==> config.mk <==
export PLATFORM = sky130hd
export DESIGN_NAME = dcache_miss_controller
export DESIGN_NICKNAME = d
export VERILOG_FILES = /design/src/rtl/mem_pkg.sv /design/src/rtl/line_word_counter.sv /design/src/rtl/dcache_miss_controller.sv
export SDC_FILE = /design/constraint.sdc
export NUM_CORES = 1
export LEC_CHECK = 0
export CORE_AREA = 2 2 146 119
export CTS_CLUSTER_SIZE = 8
export DETAILED_ROUTE_END_ITERATION = 16
export DIE_AREA = 0 0 148 121
export GPL_TIMING_DRIVEN = 0
export PLACE_DENSITY = 0.87
export SETUP_SLACK_MARGIN = 0.2
export SLEW_MARGIN = 20
export SYNTH_ARGS = -nofsm -noshare
export SYNTH_HDL_FRONTEND = slang
export SYNTH_SLANG_ARGS = --single-unit
export TNS_END_PERCENT = 100
==> constraint.sdc <==
create_clock -name clk -period 4.8 [get_ports clk]
set_clock_uncertainty 0.1 [all_clocks]
set_input_delay 0.96 -clock clk [delete_from_list [all_inputs] [get_ports clk]]
set_output_delay 0.96 -clock clk [all_outputs]
set_load 0.01 [all_outputs]
==> src/rtl/mem_pkg.sv <==
// Shared definitions for the data-cache miss path.
// Provides the line geometry, the miss-controller FSM state type and
// helpers that turn a byte address into a line base or a word address.
package mem_pkg;

  localparam int ADDR_W         = 32;
  localparam int WORDS_PER_LINE = 4;
  localparam int OFFSET_W       = 4;
  localparam int WORD_IDX_W     = $clog2(WORDS_PER_LINE);

  localparam logic [WORD_IDX_W-1:0] LAST_WORD = WORD_IDX_W'(WORDS_PER_LINE - 1);

  typedef enum logic [1:0] {
    IDLE,
    WB,
    FILL,
    TAG
  } state_e;

  // Clears the byte-offset bits so the result points at word 0 of the line.
  function automatic logic [ADDR_W-1:0] line_base(input logic [ADDR_W-1:0] addr);
    return {addr[ADDR_W-1:OFFSET_W], {OFFSET_W{1'b0}}};
  endfunction

  // Byte address of word idx within the line starting at base.
  function automatic logic [ADDR_W-1:0] word_addr(input logic [ADDR_W-1:0]     base,
                                                  input logic [WORD_IDX_W-1:0] idx);
    return base + {{(ADDR_W-WORD_IDX_W-2){1'b0}}, idx, 2'b00};
  endfunction

endpackage

==> src/rtl/line_word_counter.sv <==
// Word index within a cache line, shared by eviction and refill.
// Ports:
//   clk, reset_n  clock and asynchronous active-low reset
//   inc           advance to the next word (wraps after the last word)
//   clr           return to word 0 (wins over inc)
//   word_idx      current word index
//   is_last       current word is the final word of the line
module line_word_counter
  import mem_pkg::*;
(
  input  logic                  clk,
  input  logic                  reset_n,
  input  logic                  inc,
  input  logic                  clr,
  output logic [WORD_IDX_W-1:0] word_idx,
  output logic                  is_last
);

  logic [WORD_IDX_W-1:0] word_q, word_d;

  assign is_last  = (word_q == LAST_WORD);
  assign word_idx = word_q;

  always_comb begin
    // NOTE: default first so every path assigns word_d; a missing branch would infer a latch.
    word_d = word_q;
    if (clr) begin
      word_d = '0;
    end else if (inc) begin
      word_d = is_last ? '0 : word_q + 1'b1;
    end
  end

  // NOTE: sequential state uses non-blocking assignments so all flops update from pre-edge values.
  always_ff @(posedge clk or negedge reset_n) begin
    if (!reset_n) begin
      word_q <= '0;
    end else begin
      word_q <= word_d;
    end
  end

endmodule

==> src/rtl/dcache_miss_controller.sv <==
// Data-cache miss controller for the dual-issue MEM stage.
// Detects a miss in either slot (slot 0 first), writes back a dirty victim
// word by word, refills the missing line word by word, writes the tag and
// releases the stall. One main-memory word is outstanding at a time.
// Ports:
//   clk, reset_n                 clock, asynchronous active-low reset
//   memread*/memwrite*/addr*     slot accesses in MEM
//   cache_hit*/valid_dirty*      per-slot lookup result and victim status
//   victim_addr*                 line-aligned victim address per slot
//   mm_req/mm_we/mm_addr         main-memory request (held until mm_ack)
//   mm_ack/mm_rdata              main-memory completion and read data
//   stall_latch_mem              stall request to the hazard logic
//   wb_word_idx                  victim word the cache drives during eviction
//   refill_we/_word_idx/_data    one refill word write into the data array
//   refill_tag_we                tag write, valid set, dirty cleared
//   refill_slot                  slot being serviced
//   miss_count                   saturating count of serviced misses
module dcache_miss_controller
  import mem_pkg::*;
(
  input  logic                  clk,
  input  logic                  reset_n,
  input  logic                  memread0_mem,
  input  logic                  memwrite0_mem,
  input  logic                  memread1_mem,
  input  logic                  memwrite1_mem,
  input  logic [ADDR_W-1:0]     addr0_mem,
  input  logic [ADDR_W-1:0]     addr1_mem,
  input  logic                  cache_hit0_mem,
  input  logic                  cache_hit1_mem,
  input  logic                  valid_dirty0_mem,
  input  logic                  valid_dirty1_mem,
  input  logic [ADDR_W-1:0]     victim_addr0_mem,
  input  logic [ADDR_W-1:0]     victim_addr1_mem,
  input  logic                  mm_ack,
  input  logic [31:0]           mm_rdata,
  output logic                  stall_latch_mem,
  output logic                  mm_req,
  output logic                  mm_we,
  output logic [ADDR_W-1:0]     mm_addr,
  output logic [WORD_IDX_W-1:0] wb_word_idx,
  output logic                  refill_we,
  output logic [WORD_IDX_W-1:0] refill_word_idx,
  output logic [31:0]           refill_data,
  output logic                  refill_tag_we,
  output logic                  refill_slot,
  output logic [31:0]           miss_count
);

  state_e                state_q, state_d;
  logic                  slot_q, slot_d;
  logic [ADDR_W-1:0]     line_base_q, line_base_d;
  logic [ADDR_W-1:0]     victim_q, victim_d;
  logic                  refill_pend_q, refill_pend_d;
  logic [WORD_IDX_W-1:0] refill_idx_q, refill_idx_d;
  logic [31:0]           refill_data_q, refill_data_d;
  logic [31:0]           miss_count_q, miss_count_d;

  logic                  miss0, miss1;
  logic                  mm_fire;
  logic                  fill_last_wr;
  logic                  word_clr;
  logic                  word_last;
  logic [WORD_IDX_W-1:0] word_idx;

  assign miss0 = (memread0_mem | memwrite0_mem) & ~cache_hit0_mem;
  assign miss1 = (memread1_mem | memwrite1_mem) & ~cache_hit1_mem;

  // Acks without an outstanding request are ignored.
  assign mm_fire = mm_req & mm_ack;

  // Cycle in which the final refill word is written; no further request.
  assign fill_last_wr = refill_pend_q & (refill_idx_q == LAST_WORD);

  assign word_clr = (state_q == IDLE);

  // Gated by reset_n so the stall also drops while reset is held.
  assign stall_latch_mem = reset_n & ((state_q != IDLE) | miss0 | miss1);

  line_word_counter u_word_cnt (
    .clk      (clk),
    .reset_n  (reset_n),
    .inc      (mm_fire),
    .clr      (word_clr),
    .word_idx (word_idx),
    .is_last  (word_last)
  );

  // FSM state register.
  always_ff @(posedge clk or negedge reset_n) begin
    if (!reset_n) begin
      state_q <= IDLE;
    end else begin
      state_q <= state_d;
    end
  end

  // FSM next state.
  always_comb begin
    state_d = state_q;
    unique case (state_q)
      IDLE: begin
        if (miss0) begin
          state_d = valid_dirty0_mem ? WB : FILL;
        end else if (miss1) begin
          state_d = valid_dirty1_mem ? WB : FILL;
        end
      end
      WB:      if (mm_fire && word_last) state_d = FILL;
      FILL:    if (fill_last_wr) state_d = TAG;
      TAG:     state_d = IDLE;
      default: state_d = IDLE;
    endcase
  end

  // FSM outputs.
  always_comb begin
    mm_req        = 1'b0;
    mm_we         = 1'b0;
    mm_addr       = '0;
    wb_word_idx   = '0;
    refill_tag_we = 1'b0;
    unique case (state_q)
      WB: begin
        mm_req      = 1'b1;
        mm_we       = 1'b1;
        mm_addr     = word_addr(victim_q, word_idx);
        wb_word_idx = word_idx;
      end
      FILL: begin
        mm_req  = ~fill_last_wr;
        mm_addr = word_addr(line_base_q, word_idx);
      end
      TAG:     refill_tag_we = 1'b1;
      default: ;
    endcase
  end

  // Transaction capture, refill staging and miss counting.
  always_comb begin
    slot_d        = slot_q;
    line_base_d   = line_base_q;
    victim_d      = victim_q;
    refill_pend_d = (state_q == FILL) & mm_fire;
    refill_idx_d  = refill_idx_q;
    refill_data_d = refill_data_q;
    miss_count_d  = miss_count_q;

    // All transaction state is latched here; later slot input changes are ignored.
    if (state_q == IDLE) begin
      if (miss0) begin
        slot_d      = 1'b0;
        line_base_d = line_base(addr0_mem);
        victim_d    = victim_addr0_mem;
      end else if (miss1) begin
        slot_d      = 1'b1;
        line_base_d = line_base(addr1_mem);
        victim_d    = victim_addr1_mem;
      end
    end

    if (refill_pend_d) begin
      refill_idx_d  = word_idx;
      refill_data_d = mm_rdata;
    end

    if (state_q == TAG && miss_count_q != '1) begin
      miss_count_d = miss_count_q + 32'd1;
    end
  end

  always_ff @(posedge clk or negedge reset_n) begin
    if (!reset_n) begin
      slot_q        <= 1'b0;
      line_base_q   <= '0;
      victim_q      <= '0;
      refill_pend_q <= 1'b0;
      refill_idx_q  <= '0;
      refill_data_q <= '0;
      miss_count_q  <= '0;
    end else begin
      slot_q        <= slot_d;
      line_base_q   <= line_base_d;
      victim_q      <= victim_d;
      refill_pend_q <= refill_pend_d;
      refill_idx_q  <= refill_idx_d;
      refill_data_q <= refill_data_d;
      miss_count_q  <= miss_count_d;
    end
  end

  assign refill_we       = refill_pend_q;
  assign refill_word_idx = refill_idx_q;
  assign refill_data     = refill_data_q;
  assign refill_slot     = slot_q;
  assign miss_count      = miss_count_q;

endmodule
## After elaboration in Yosys (flattened, before gate mapping)

Cells that the tools add are included.

| word-level totals | value |
|---|---|
| latch bits | 0 |
| bits in read-only memories | 0 |
| memories kept | 0 |
| register bits | 136 |
| bits in writable memories | 0 |
| word-level logic and storage cells | 64 |

| cells by class | value |
|---|---|
| div/mod/pow operators | 0 |
| add/sub/neg operators | 4 |
| shifts and indexed selects | 0 |
| eq/ne operators | 9 |
| multiplexer cells | 21 |
| order comparisons | 0 |
| reductions and logical operators | 8 |
| $mul | 0 |
| bitwise operators | 13 |

Operator list:

| kind | number |
|---|---|
| two-way mux 32 bit | 4 |
| adder 32 x 4 -> 32 bit | 2 |
| one-hot mux 32 bit (2 select lines) | 1 |
| adder 32 x 1 -> 32 bit (second input constant) | 1 |
| inequality test 32 bit (second input constant) | 1 |
| two-way mux 2 bit | 10 |
| == test 2 bit (second input constant) | 4 |
| one-hot mux 2 bit (4 select lines) | 1 |
| bitwise AND 1 bit | 6 |
| nonzero test 2 bit | 3 |
| two-way mux 1 bit | 4 |
| inequality test 2 bit (second input constant) | 2 |
| OR 1 bit | 4 |
| inequality test 3 bit (second input constant) | 1 |
| NOT 1 bit | 3 |
| AND reduction 3 bit | 1 |
| adder 2 x 1 -> 2 bit (second input constant) | 1 |
| == test 2 x 1 -> 1 bit (second input constant) | 1 |
| logical AND 1 bit | 2 |
| logical NOT 2 bit | 1 |
| one-hot mux 1 bit (2 select lines) | 1 |
| AND reduction 2 bit | 1 |

## Logic depth before layout (Yosys ltp)

| depth | value |
|---|---|
| word-level depth | 8 |
| gate-level depth with buffers | 17 |
| depth with buffers taken out | 11 |

## Modules after synthesis

From an unflattened synthesis, not the netlist that was laid out.

| second synthesis, totals | value |
|---|---|
| cell total of the unflattened synthesis | 716 |
| area, all modules | 7267.0 µm² |

Modules (own cells, without submodules):

| module | instances | cells an instance | area each (µm²) |
|---|---|---|---|
| dcache_miss_controller | 1 | 708 | 7166.9 |
| line_word_counter | 1 | 8 | 100.1 |

## Worst setup path before layout

No wires, ideal clock.

| timing | value |
|---|---|
| path type | flip-flop to output port |
| start point | register state_q[0] |
| end point | output port mm_addr[28] |
| required time | 3.740 ns |
| setup slack | 0.186 ns |
| data arrival time | 3.554 ns |
| stages on the path, launching flop included | 18 |
| cells stage by stage | dfrtp_1 > inv_1 > ha_1 > buf_6 > buf_12 > buf_6 > buf_2 > buf_2 > buf_2 > nor2b_1 > ha_1 > inv_1 > fa_1 > a211oi_2 > nand4_1 > buf_2 > o31a_1 > nor3_1 |

| on the way | value |
|---|---|
| longest elaborated chain between the ends | 2 |

RTL lines:

| item | line | text |
|---|---|---|
| start, declared | dcache_miss_controller.sv:50 | `state_e state_q, state_d;` |
| start signal, assigned | dcache_miss_controller.sv:94 | `state_q <= state_d;` |
| == test 2 bit / == test 2 x 1 -> 1 bit (equally long branches) | dcache_miss_controller.sv:123 | `unique case (state_q)` |
| one-hot mux 32 bit (2 select lines) * | dcache_miss_controller.sv:123 |  |
| end, declared | dcache_miss_controller.sv:40 | `output logic [ADDR_W-1:0] mm_addr,` |

Every way passes the cells marked *; elsewhere a longest branch is shown, timed or not.

## Worst setup path after layout

| timing | value |
|---|---|
| start point | register state_q[0] |
| end point | output port mm_addr[30] |

Same word-level chain as after synthesis.

==> flow_metrics.tcl <==
set metrics [dict create \
    status "finished with violations" \
    failed_checks "negative setup slack" \
    yosysTopAreaCellShare 0.453 \
    drtIter0Drc 467 \
    setup_viol 1 \
    fmax_ghz 0.204 \
    min_period_over_period 1.02 \
    worst_ep_arrival_time_ps 3830 \
    leakagePower_nw 4.86 \
    ctsHtreeMaxLevel 4 \
    gp_congestion 0.880 \
    peakVddDrop_mv 0.382 \
    die_y_um 121 \
    fin_nets 1218 \
    seqCellArea_sq_um 3300 \
    final_max_slew_viol_count 0 \
    first_pass_iters 6 \
    hold_viol 0 \
    die_x_um 148 \
    drive_gt1_frac 0.169 \
    placed_cells 1209 \
    core-area_sq_um 16400 \
    post-route-drc-count 0 \
    worstPathMaxFanout 5 \
    cts-root-buf "clkbuf_16" \
    crit_type "flop to output port" \
    netlist_instances 720 \
    maxCapViolations 0 \
    syn-num-nets 901 \
    synthDistinctLibCells 59 \
    rsz0062_at_grt "true" \
    n_fill_cell 1250 \
    cts_inserted_buffers 17 \
    slew_headroom 0.457 \
    via_per_inst 5.48 \
    initial_core_util 0.445 \
    grt_pass1_vias 7024 \
    clk_latency_ps 430 \
    grt_overflow 0 \
    hpwl_um 17400 \
    numClockSinks 132 \
    multi_input_area_sq_um 3890 \
    worstPathRequired_ps 3740 \
    die_area_sq_um 17900 \
    syn_to_final_growth_pct 54.5 \
    netlist_top_cells_area "dfrtp_1, mux2i_1, mux2_2, o21ai_0, nand2_1" \
    synth_area_sq_um 7290 \
    cp-end-kind "output port" \
    min_path_type "input pin to async pin" \
    layout_min_cycle_time_ps 4890 \
    clk_pin_slew_worst_paths_ps 70 \
    wire_per_inst_um 19.1 \
    drt-total-wl_um 24300 \
    ant_nets 0 \
    cts_tree "done" \
    final_core_util 0.687 \
    async_reset_ff_frac 1.00 \
    diodes 0 \
    placementRows 42 \
    start_kind "flop" \
    synth_most_common_cell "dfrtp_1" \
    synth_common_cells "dfrtp_1, nand2_1, mux2i_1, o21ai_0, mux2_2" \
    seq_area_frac_synth 0.453 \
    tightestPinTransition_ps 815 \
    yosysWarnings 0 \
    avgSynthCellArea_sq_um 10.1 \
    synth_edf_count 0 \
    synth_seq_cells 132 \
    numPortBuffers 268 \
    clockBufferDepth 2 \
    grt_use_total 0.270 \
    worst_slack_ps -91.0 \
    synth_area_leader_cell "dfrtp_1" \
    antenna_found_initial 0 \
    cts_hold_buf 0 \
    grt_pass1_wl_um 37500 \
    finalNonFillerCells 1270 \
    grt_max_degree 70 \
    ios 277 \
    power.density_nw_per_um2 548 \
    via_count 6965 \
    synthFlopType "dfrtp_1" \
]
==> cells by family after synthesis <==
group | Yosys count | synth area share
mux | 124 | 0.179
buf+inv | 51 | 0.0331
fa+ha+maj | 10 | 0.0182
compound gates | 121 | 0.102
simple gates | 236 | 0.159
xor+xnor | 46 | 0.0553
flops | 132 | 0.453
==> layout by cell type (no fill, tap or decap), types with 5 or more instances in the layout <==
cell / n
a21oi_1: 11
and2_1: 9
and3_1: 9
buf_2: 17
buf_4: 23
buf_6: 8
clkbuf_1: 18
clkbuf_16: 17
clkdlybuf4s50_1: 241
dfrtp_1: 132
dlygate4sd2_1: 7
ha_1: 7
inv_1: 12
mux2_2: 47
mux2i_1: 76
nand2_1: 86
nand3_1: 25
nand3b_1: 5
nand4_1: 16
nor2_1: 41
nor3_1: 10
o21ai_0: 67
o31ai_1: 5
or3_1: 5
xnor2_1: 22
xor2_1: 24
==> flip-flops by register name (all words and copies together) (netlist names) <==
signal and cells:
u_word_cnt.word_idx 2, refill_we 1, line_base_q 28, state_q 2, victim_q 32, refill_word_idx 2, refill_slot 1, miss_count 32
refill_data 32
==> metrics by stage <==
step	TNS [ps]	hold slack, ps	worst slack (ps)	area [sq um]	power (mW)
6_report	-91.0	360	-91.0	11300	6.18
5_1_grt	-407	391	-202	11300	6.52
4_1_cts	-268	385	-151	11100	6.08
3_5_place_dp	-9700	377	-854	10300	4.62
3_3_place_gp	-341400	366	-3080	10300	4.54
2_1_floorplan	0	342	228	7300	3.32
==> layout make-up <==
type / count / share of cell area
repair buffers: 297 / 0.256
multi-input cells: 538 / 0.345
clock buffers: 17 / 0.0378
plain buffers: 36 / 0.0214
well taps: 220 / 0.0244
inverters: 15 / 0.00533
clock inverters: 15 / 0.0163
flip-flops and latches: 132 / 0.293
==> report_power, final <==
part | switching [mW] | internal [mW] | total (mW) | leakage [nW]
clock | 0.593 | 0.748 | 1.34 | 0.295
combinational | 1.48 | 1.43 | 2.92 | 2.90
sequential | 0.373 | 1.55 | 1.92 | 1.66
==> per-layer routing <==
metal | wire length, um | vias up | GRT usage
li1 | - | 3199 | -
met1 | 9540 | 3361 | 0.337
met2 | 11700 | 363 | 0.449
met3 | 2620 | 42 | 0.0898
met4 | 504 | 0 | 0.0768
met5 | 0 | - | 0
==> worst paths after layout <==
path                                from             end  slack, ps  cells past startpoint
min reg2reg                 victim_q[18]    victim_q[18]        390                      2
min                              reset_n  miss_count[28]        360                      1
max                           state_q[0]     mm_addr[30]        -90                     18
min in group clk            victim_q[18]    victim_q[18]        390                      2
max reg2reg                miss_count[0]   miss_count[1]       2060                      6
max in group asynchronous        reset_n    victim_q[24]       3530                      2
==> worst max-delay path, cell delays in order, from the launching register on <==
cell and delay, ps:
dfrtp_1 360, inv_2 70, ha_4 150, buf_6 110
buf_12 120, buf_12 120, buf_8 110, buf_12 120
buf_12 110, nor2b_4 110, ha_4 130, inv_2 40
fa_2 370, a211oi_4 240, nand4_1 280, buf_4 250
or4_1 400, a21oi_1 150, buf_2 170
==> timing repair <==
item                                    in CTS  in global routing
resized for setup                          105                 21
setup buffers                               20                  7
endpoints found under the setup margin      30                 27
pin swaps                                   14                 12
gates cloned                                 2                  0
Power figures use the tool's default switching activity.
==> RTL edit, RTL diff (same flow settings) <==
`refill_data_q` no longer has a reset.
--- a/src/rtl/dcache_miss_controller.sv
+++ b/src/rtl/dcache_miss_controller.sv
@@ -177,5 +177,4 @@
       refill_pend_q <= 1'b0;
       refill_idx_q  <= '0;
-      refill_data_q <= '0;
       miss_count_q  <= '0;
     end else begin
@@ -185,7 +184,10 @@
       refill_pend_q <= refill_pend_d;
       refill_idx_q  <= refill_idx_d;
-      refill_data_q <= refill_data_d;
       miss_count_q  <= miss_count_d;
     end
+  end
+
+  always_ff @(posedge clk) begin
+    refill_data_q <= refill_data_d;
   end
 
Behaviour: differs if reset_n is asserted again (counterexample within 4 cycles, from zero or initial values and one cycle with reset_n low); with reset_n held inactive, the same outputs for 4 cycles.
==> RTL edit against the unedited design <==
- sequential cell count unchanged
- sequential share of layout area up 1.9 points
- largest cell class unchanged
- cell count down 2.8%
- total power down 9.2%
- count of clock-buffer cells in the layout up 2
- die area unchanged
- cell area down 1.4%
- worst setup slack better by 0.18 ns
- routed wire length down 4.4%
- area after synthesis down 2.6%
- synthesized cell count down 4.3%
==> RTL edit: results <==
group,metric,value,unit
logic_synthesis,synth_warnings,0,
clock_network,clock_path_buffers,2,
logic_synthesis,ys_seq_area_frac,0.4877,
drt,vias_per_cell,5.471,
logic_synthesis,yosysUniqueCellTypes,64,
sta,maxSlewHeadroom,0.2471,
final_layout,num_antenna_cells,0,
logic_synthesis,synth_top_family_by_area,"simple AND/OR/NAND/NOR gates",
place,io_buffers,268,
pwr,power_leakage,4.724,nW
critical_path,crit_slowest_cell,"dfrtp_1",
grt,antenna_found_initial,0,
grt,grt_pass1_vias,6797,
drt,wl_per_cell,18.82,um
final_layout,drive_gt1_frac,0.1310,
clock_network,insertion_delay,0.43,ns
clock_network,cts_buffers,17,
run,cap_violations,0,
min_path,hold_class,"in -> async",
logic_synthesis,synthArstFlopShare,0.7576,
logic_synthesis,synth_edf_count,32,
critical_path,worstPathArrival,3.65,ns
logic_synthesis,synth.area.mux_share,0.1346,
logic_synthesis,synth_compound_area_frac,0.1098,
outcome,status,"finished clean",
drt,drt_pass1_iterations,5,
place,place_congestion,0.9521,
logic_synthesis,syn_nets,870,
logic_synthesis,yosys.area_share.adder,0.01868,
clock_network,cts.clk_slew.worst_paths,0.06,ns
critical_path,crit_path_max_incr_delay,0.38,ns
final_layout,fin_nets,1183,
logic_synthesis,ys.flop_type,"dfrtp_1",
pwr,p_switching,0.002197,W
pwr,irDropWorstVdd,0.3771,mV
logic_synthesis,ys_top_cells_by_count,"dfrtp_1 (100), nand2_1 (88), mux2i_1 (82)",
place,hpwl,16740,um
grt,grt_first_pass_wirelength,36230,um
drt,initialDrtViolationCount,590,
logic_synthesis,synth_xor_area_frac,0.04810,
final_layout,fillCellCount,1240,
grt,grt_max_degree,80,
logic_synthesis,synthTopCellsByArea,"dfrtp_1 (35%), edfxtp_1 (14%), mux2i_1 (12%)",
sta,timing_max_transition_violations_final,0,
grt,grt_util_all_layers,0.2616,
place,pre_cts_slack,-0.9866,ns
clock_network,h-tree-depth,4,
clock_network,cts_root_buf,"clkbuf_16",
critical_path,path_max_fanout,5,
-- RTL edit: cell count changes after synthesis, moves of 4 or more --
cell,delta
mux2i_1,+6
buf_2,-6
xor2_1,-11
edfxtp_1,+32
mux2_2,-35
nor2_1,-5
clkbuf_1,+5
xnor2_1,+4
dfrtp_1,-32
-- RTL edit: layout make-up --
class | count | area share
flip-flops and latches | 132 | 0.3119
multi-input cells | 509 | 0.3271
repair buffers | 294 | 0.2565
clock inverters | 13 | 0.01183
clock buffers | 19 | 0.04180
inverters | 13 | 0.004394
plain buffers | 35 | 0.02174
well taps | 220 | 0.02479
-- RTL edit: power groups by stage --
stage	Sequential (W)	Clock, W	Combinational (W)
final	0.00178	0.00131	0.00251
after floorplan	0.00173	0	0.00129
after global placement	0.00177	0	0.00218
after CTS	0.00177	0.00133	0.00243
after global routing	0.00182	0.00138	0.00274
after detailed placement	0.00178	0	0.00225
-- RTL edit: metrics by stage --
step	cells	instance area, um2	setup TNS, ns
after floorplan	689	7102	0
after global placement	1177	10060	-113.80
after detailed placement	1178	10090	-10.35
after CTS	1228	10990	0
after global routing	1235	11110	-0.1024
final	1235	11110	0
-- RTL edit: worst paths after layout --
| path | start | to | slack (ns) | cells past startpoint |
|---|---|---|---|---|
| worst min-delay path | reset_n | miss_count[27] | 0.27 | 1 |
| max in group asynchronous | reset_n | line_base_q[4] | 3.61 | 2 |
| min in group clk | line_base_q[31] | line_base_q[31] | 0.39 | 2 |
| worst max register to register | state_q[0] | refill_data[27] | 1.99 | 10 |
| worst min register to register | line_base_q[31] | line_base_q[31] | 0.39 | 2 |
| worst max-delay path | state_q[0] | mm_addr[22] | 0.09 | 17 |
-- RTL edit: layer usage --
layer  share of wire  global-route usage  up-vias
li1                -                   -     3130
met5               0                   0        -
met1            0.42              0.3466     3277
met3           0.077             0.06654       48
met4           0.025             0.09107        0
met2            0.48              0.4196      302
-- RTL edit: worst max-delay path: cells and delay by family (launching register included) --
family	cells	cell delay, ns
fa+ha+maj	3	0.69
flops	1	0.38
buf+inv	9	1.11
compound gates	2	0.37
simple gates	3	0.69
-- RTL edit: repair_timing --
action | CTS | global route
pin swaps | 11 | 10
cloned | 1 | 0
setup endpoints to repair | 30 | 23
resized for setup | 86 | 28
buffers inserted | 17 | 7
-- RTL edit: kinds of logic (layout without fill, tap and decap cells) --
| family | count (synthesis) | in the layout |
|---|---|---|
| simple gates | 239 | 239 |
| xor+xnor | 39 | 39 |
| mux | 94 | 94 |
| buf+inv | 48 | 374 |
| fa+ha+maj | 10 | 10 |
| compound gates | 127 | 127 |
| flops | 132 | 132 |
